**config.mk**
```make
export PLATFORM = sky130hd
export DESIGN_NAME = e203_exu_flush_sched
export DESIGN_NICKNAME = d
export VERILOG_FILES = /design/src/rtl/e203_exu_flush_sched.sv
export SDC_FILE = /design/constraint.sdc
export NUM_CORES = 1
export LEC_CHECK = 0
export CAP_MARGIN = 20
export CORE_ASPECT_RATIO = 0.9
export CORE_MARGIN = 1
export CORE_UTILIZATION = 41
export DETAILED_ROUTE_END_ITERATION = 8
export HOLD_SLACK_MARGIN = 0.06
export PLACE_DENSITY = 0.77
export SYNTH_ARGS = -nofsm -noshare
export SYNTH_HDL_FRONTEND = slang
export SYNTH_SLANG_ARGS = --single-unit
```
**constraint.sdc**
```tcl
create_clock -name clk -period 1.95 [get_ports clk]
set_input_delay 0.39 -clock clk [delete_from_list [all_inputs] [get_ports clk]]
set_output_delay 0.39 -clock clk [all_outputs]
set_load 0.1 [all_outputs]
```
**src/rtl/e203_exu_flush_sched.sv**
```systemverilog
// Pipeline-flush scheduler between commit and the IFU.
// Takes one flush from the branch-resolve path or the exception/IRQ path,
// holds it for the IFU valid/ready handshake, then waits out a refill drain
// window before it accepts the next flush. An exception may replace a branch
// flush that the IFU has not yet taken.
module e203_exu_flush_sched #(
   parameter int PC_SIZE   = 32,
   parameter int DRAIN_CYC = 2,
   parameter int CNT_W     = 16
) (
   input  logic               clk,
   input  logic               rst,
   input  logic               brch_req,
   input  logic [PC_SIZE-1:0] brch_op1,
   input  logic [PC_SIZE-1:0] brch_op2,
   output logic               brch_ack,
   input  logic               excp_req,
   input  logic [PC_SIZE-1:0] excp_pc,
   output logic               excp_ack,
   output logic               ifu_flush_req,
   input  logic               ifu_flush_ack,
   output logic [PC_SIZE-1:0] ifu_flush_pc,
   output logic               ifu_flush_src,
   output logic               busy,
   output logic [CNT_W-1:0]   flush_cnt
);

   typedef enum logic [1:0] {
      ST_IDLE  = 2'd0,
      ST_PEND  = 2'd1,
      ST_DRAIN = 2'd2
   } state_e;

   localparam logic [3:0] DRAIN_INIT = 4'(DRAIN_CYC);

   // Saturating increment: the counter sticks at all-ones instead of wrapping.
   function automatic logic [CNT_W-1:0] sat_inc(input logic [CNT_W-1:0] v);
      if (v == {CNT_W{1'b1}}) begin
         return v;
      end
      return v + CNT_W'(1);
   endfunction

   state_e             state_q, state_d;
   logic [3:0]         drain_q, drain_d;
   logic [PC_SIZE-1:0] pc_q, pc_d;
   logic               src_q, src_d;
   logic [CNT_W-1:0]   cnt_q, cnt_d;
   logic [PC_SIZE-1:0] brch_tgt;

   // Branch target is the plain modular sum; the carry out is dropped.
   assign brch_tgt = brch_op1 + brch_op2;

   // State, drain counter, captured flush and handshake counter.
   always_ff @(posedge clk or posedge rst) begin
      if (rst) begin
         state_q <= ST_IDLE;
         drain_q <= 4'd0;
         pc_q    <= '0;
         src_q   <= 1'b0;
         cnt_q   <= '0;
      end else begin
         state_q <= state_d;
         drain_q <= drain_d;
         pc_q    <= pc_d;
         src_q   <= src_d;
         cnt_q   <= cnt_d;
      end
   end

   // Next-state, capture and source-ack decode.
   always_comb begin
      state_d  = state_q;
      drain_d  = drain_q;
      pc_d     = pc_q;
      src_d    = src_q;
      cnt_d    = cnt_q;
      brch_ack = 1'b0;
      excp_ack = 1'b0;
      case (state_q)
         ST_IDLE: begin
            // Exception wins when both sources ask in the same cycle.
            if (excp_req) begin
               excp_ack = 1'b1;
               pc_d     = excp_pc;
               src_d    = 1'b1;
               state_d  = ST_PEND;
            end else if (brch_req) begin
               brch_ack = 1'b1;
               pc_d     = brch_tgt;
               src_d    = 1'b0;
               state_d  = ST_PEND;
            end
         end
         ST_PEND: begin
            if (ifu_flush_ack) begin
               cnt_d = sat_inc(cnt_q);
               if (DRAIN_CYC == 0) begin
                  state_d = ST_IDLE;
               end else begin
                  drain_d = DRAIN_INIT;
                  state_d = ST_DRAIN;
               end
            end else if (!src_q && excp_req) begin
               // A waiting branch flush is replaced by the exception and dropped.
               excp_ack = 1'b1;
               pc_d     = excp_pc;
               src_d    = 1'b1;
            end
         end
         ST_DRAIN: begin
            drain_d = (drain_q != 4'd0) ? drain_q - 4'd1 : 4'd0;
            if (drain_q <= 4'd1) begin
               state_d = ST_IDLE;
            end
         end
         default: begin
            state_d = ST_IDLE;
         end
      endcase
   end

   assign ifu_flush_req = (state_q == ST_PEND);
   assign ifu_flush_pc  = pc_q;
   assign ifu_flush_src = src_q;
   assign busy          = (state_q != ST_IDLE);
   assign flush_cnt     = cnt_q;

endmodule
```
==> qor.yml <==
die:
  dieWidth_um: 107.3
  design.core.area_um2: 9699
  ioPinCount: 154
  start_util_pct: 42.21
  die_y_um: 96.80
  die_area_um2: 10390
  rows: 34
cells_and_area:
  multi_input_area_um2: 3372
  regArea_um2: 1391
  nets: 935
  syn_to_final_growth_pct: 90.16
  post-route-util_pct: 80.26
  final_layout_size_suffix_gt1_share_pct: 45.14
  fillers: 595
  diodes: 0
power_and_ir_drop:
  power.density_nw_per_um2: 1247
  power_leakage_nw: 3.724
  finalPower_mw: 9.709
  ir_drop_mv: 1.198
clock_network:
  ctsLongestPathBuffers: 2
  worstSkewPairLatency_ns: 0.30
  cts_made_buffers: 5
  cts_sinks: 55
  cts_max_level: 2
  cts_hold_buffers: 0
  root_buffer: "clkbuf_8"
  path_clk_slew_ns: 0.10
  tritoncts: "done"
worst_setup_path:
  crit_fanout: 2
  start_kind: "input port"
  crit_arrival_ns: 2.72
  worstSetupEndpointType: "flip-flop"
  r2r_cells: 9
  worstPathRequired_ns: 2.18
  worstSetupPathType: "input port to flip-flop"
timing:
  max_freq_mhz: 401.0
  rsz0062_at_grt: "true"
  final-setup-viol-count: 28
  relSlewSlack_pct: 74.80
  slew_viol_final: 0
  skew_ns: 0.005042
  timing.final.crit_share_pct: 127.9
  finalSetupTns_ns: -7.997
  finalHoldViolations: 0
  worst_pin_slew_ns: 0.3752
  setup_slack_ns: -0.5439
  layout_min_cycle_time_ns: 2.494
yosys:
  avgSynthCellArea_um2: 8.221
  synth_cells: 498
  ys_warn_count: 0
  ys_ff_latch: 55
  synth-main-ff-cell: "dfrtp_1"
  synth.distinct_cells: 52
  synth-edff-count: 0
  ys_seq_area_share_pct: 33.62
  netlist_area_um2: 4094
  synthArstFlopShare_pct: 100.0
  synth.net_count: 632
global_routing:
  antenna_found_initial: 0
  grt_pass1_wl_mm: 24.50
  grt_max_degree: 56
  grt_overflow_total: 0
  track_usage_pct: 29.05
  grt_pass1_vias: 5236
run:
  max_cap_viol_count: 0
route:
  post_drt_wl_per_cell_um: 17.54
  vias: 5094
  first_pass_iters: 5
  via_per_inst: 5.489
  drt_iter0_markers: 248
  drc: 0
  wl_mm: 16.28
  ant_nets: 0
place:
  gp_congestion: 0.8698
  portBuffers: 153
  dpl.hpwl_mm: 11.05
min_path:
  hp-class: "input port to asynchronous set/reset pin"
run_status:
  violations: "negative setup slack"
  outcome: "finished, violations left"
[what timing repair did]
item / in CTS / in global routing
pin swaps: 65 / 60
endpoints found under the setup margin: 36 / 34
setup buffers: 18 / 16
gates resized for setup: 130 / 104
[cell usage after synthesis, types with 4 or more instances]
| cell | n | area (um2) |
|---|---|---|
| ha_1 | 32 | 400.4 |
| xnor2_1 | 27 | 236.5 |
| xor2_1 | 14 | 122.6 |
| a31oi_1 | 9 | 56.30 |
| inv_1 | 15 | 56.30 |
| o21ai_0 | 45 | 225.2 |
| and2_1 | 9 | 56.30 |
| nand2_1 | 65 | 244.0 |
| dfrtp_1 | 55 | 1376 |
| clkbuf_1 | 17 | 63.81 |
| nor3_1 | 6 | 30.03 |
| o31ai_1 | 4 | 30.03 |
| nor2_1 | 45 | 168.9 |
| a21o_1 | 15 | 112.6 |
| a211oi_1 | 5 | 37.54 |
| or3_1 | 4 | 25.02 |
| a21oi_1 | 58 | 290.3 |
| nand4_1 | 7 | 43.79 |
| nand3_1 | 13 | 65.06 |
| and3_1 | 8 | 50.05 |
[per-layer routing]
metal | share of wire, % | wire length [um] | GRT usage [%]
met5 | 0 | 0 | 0
met4 | 4.0 | 656 | 11.70
met1 | 40 | 6552 | 35.06
met3 | 5.0 | 807 | 2.898
met2 | 51 | 8261 | 52.31
[report_power, final]
part	switching, mW	internal (mW)	leakage, nW	total, mW
sequential	0.320	1.58	0.659	1.90
combinational	4.94	2.25	3.02	7.19
clock	0.367	0.252	0.0412	0.619
[cell families (layout without fill, tap and decap cells)]
family	Yosys count	count (layout)	share of synthesized area [%]
xor+xnor	41	41	8.772
compound gates	163	163	24.42
fa+ha+maj	33	33	10.27
flops	55	55	33.62
buf+inv	33	337	3.117
simple gates	169	169	18.80
mux	4	4	1.009
[sequential cells by signal, indices dropped and copies added, names as in the netlist]
register,cells
flush_cnt,16
state_q,2
ifu_flush_pc,32
ifu_flush_src,1
drain_q,4
[cell type report]
class / count / area share (%)
Tap cell: 126 / 2.025
Clock inverter: 2 / 0.1607
Inverter: 15 / 0.8036
Clock buffer: 6 / 0.9322
Sequential cell: 55 / 17.87
Timing Repair Buffer: 314 / 34.89
Multi-Input combinational cell: 410 / 43.31
[layout by cell type, fill, tap and decap left out, drive strengths merged, types with 6 or more instances in the layout]
cell | netlist | routed
xnor2 | 27 | 27
o21ai | 45 | 45
ha | 32 | 32
dfrtp | 55 | 55
a31oi | 9 | 9
clkdlybuf4s15 | 0 | 6
nand2 | 65 | 65
dlygate4sd2 | 0 | 6
xor2 | 14 | 14
and2 | 9 | 9
inv | 15 | 14
clkdlybuf4s50 | 0 | 57
nand4 | 7 | 7
clkbuf | 18 | 15
nand3 | 13 | 13
nor3 | 6 | 6
a211oi | 6 | 6
a21o | 15 | 15
buf | 0 | 224
a21oi | 58 | 58
nor2 | 45 | 45
and3 | 8 | 8
dlymetal6s2s | 0 | 12
[worst paths after layout]
kind                             startpoint  slack, ns          endpoint
max                             brch_op2[0]      -0.54  ifu_flush_pc[16]
min                                     rst       0.46   ifu_flush_pc[4]
max reg2reg                    flush_cnt[5]      -0.03      flush_cnt[9]
min reg2reg                ifu_flush_pc[20]       0.50  ifu_flush_pc[20]
max in group asynchronous               rst       1.23     ifu_flush_src
min in group clk           ifu_flush_pc[20]       0.50  ifu_flush_pc[20]
[worst max-delay path, cell delays in order]
cell and delay, ns:
buf_6 0.10, ha_4 0.15, fa_2 0.35, a21o_1 0.20
a221o_1 0.38, a311o_1 0.31, o311a_1 0.31, a211oi_2 0.18
xnor2_1 0.14, nand2_1 0.09, a21oi_2 0.13
[metrics by stage]
step | hold slack (ns) | worst slack (ns) | std cells | cell area (um2)
2_1_floorplan | 0.4844 | -0.6736 | 498 | 4322
3_3_place_gp | 0.4596 | -1.294 | 888 | 6847
3_5_place_dp | 0.4759 | -1.397 | 888 | 6847
4_1_cts | 0.4756 | -0.6066 | 913 | 7291
5_1_grt | 0.4847 | -0.5878 | 928 | 7785
6_report | 0.4552 | -0.5439 | 928 | 7785
(Power assumes the default switching activity.)
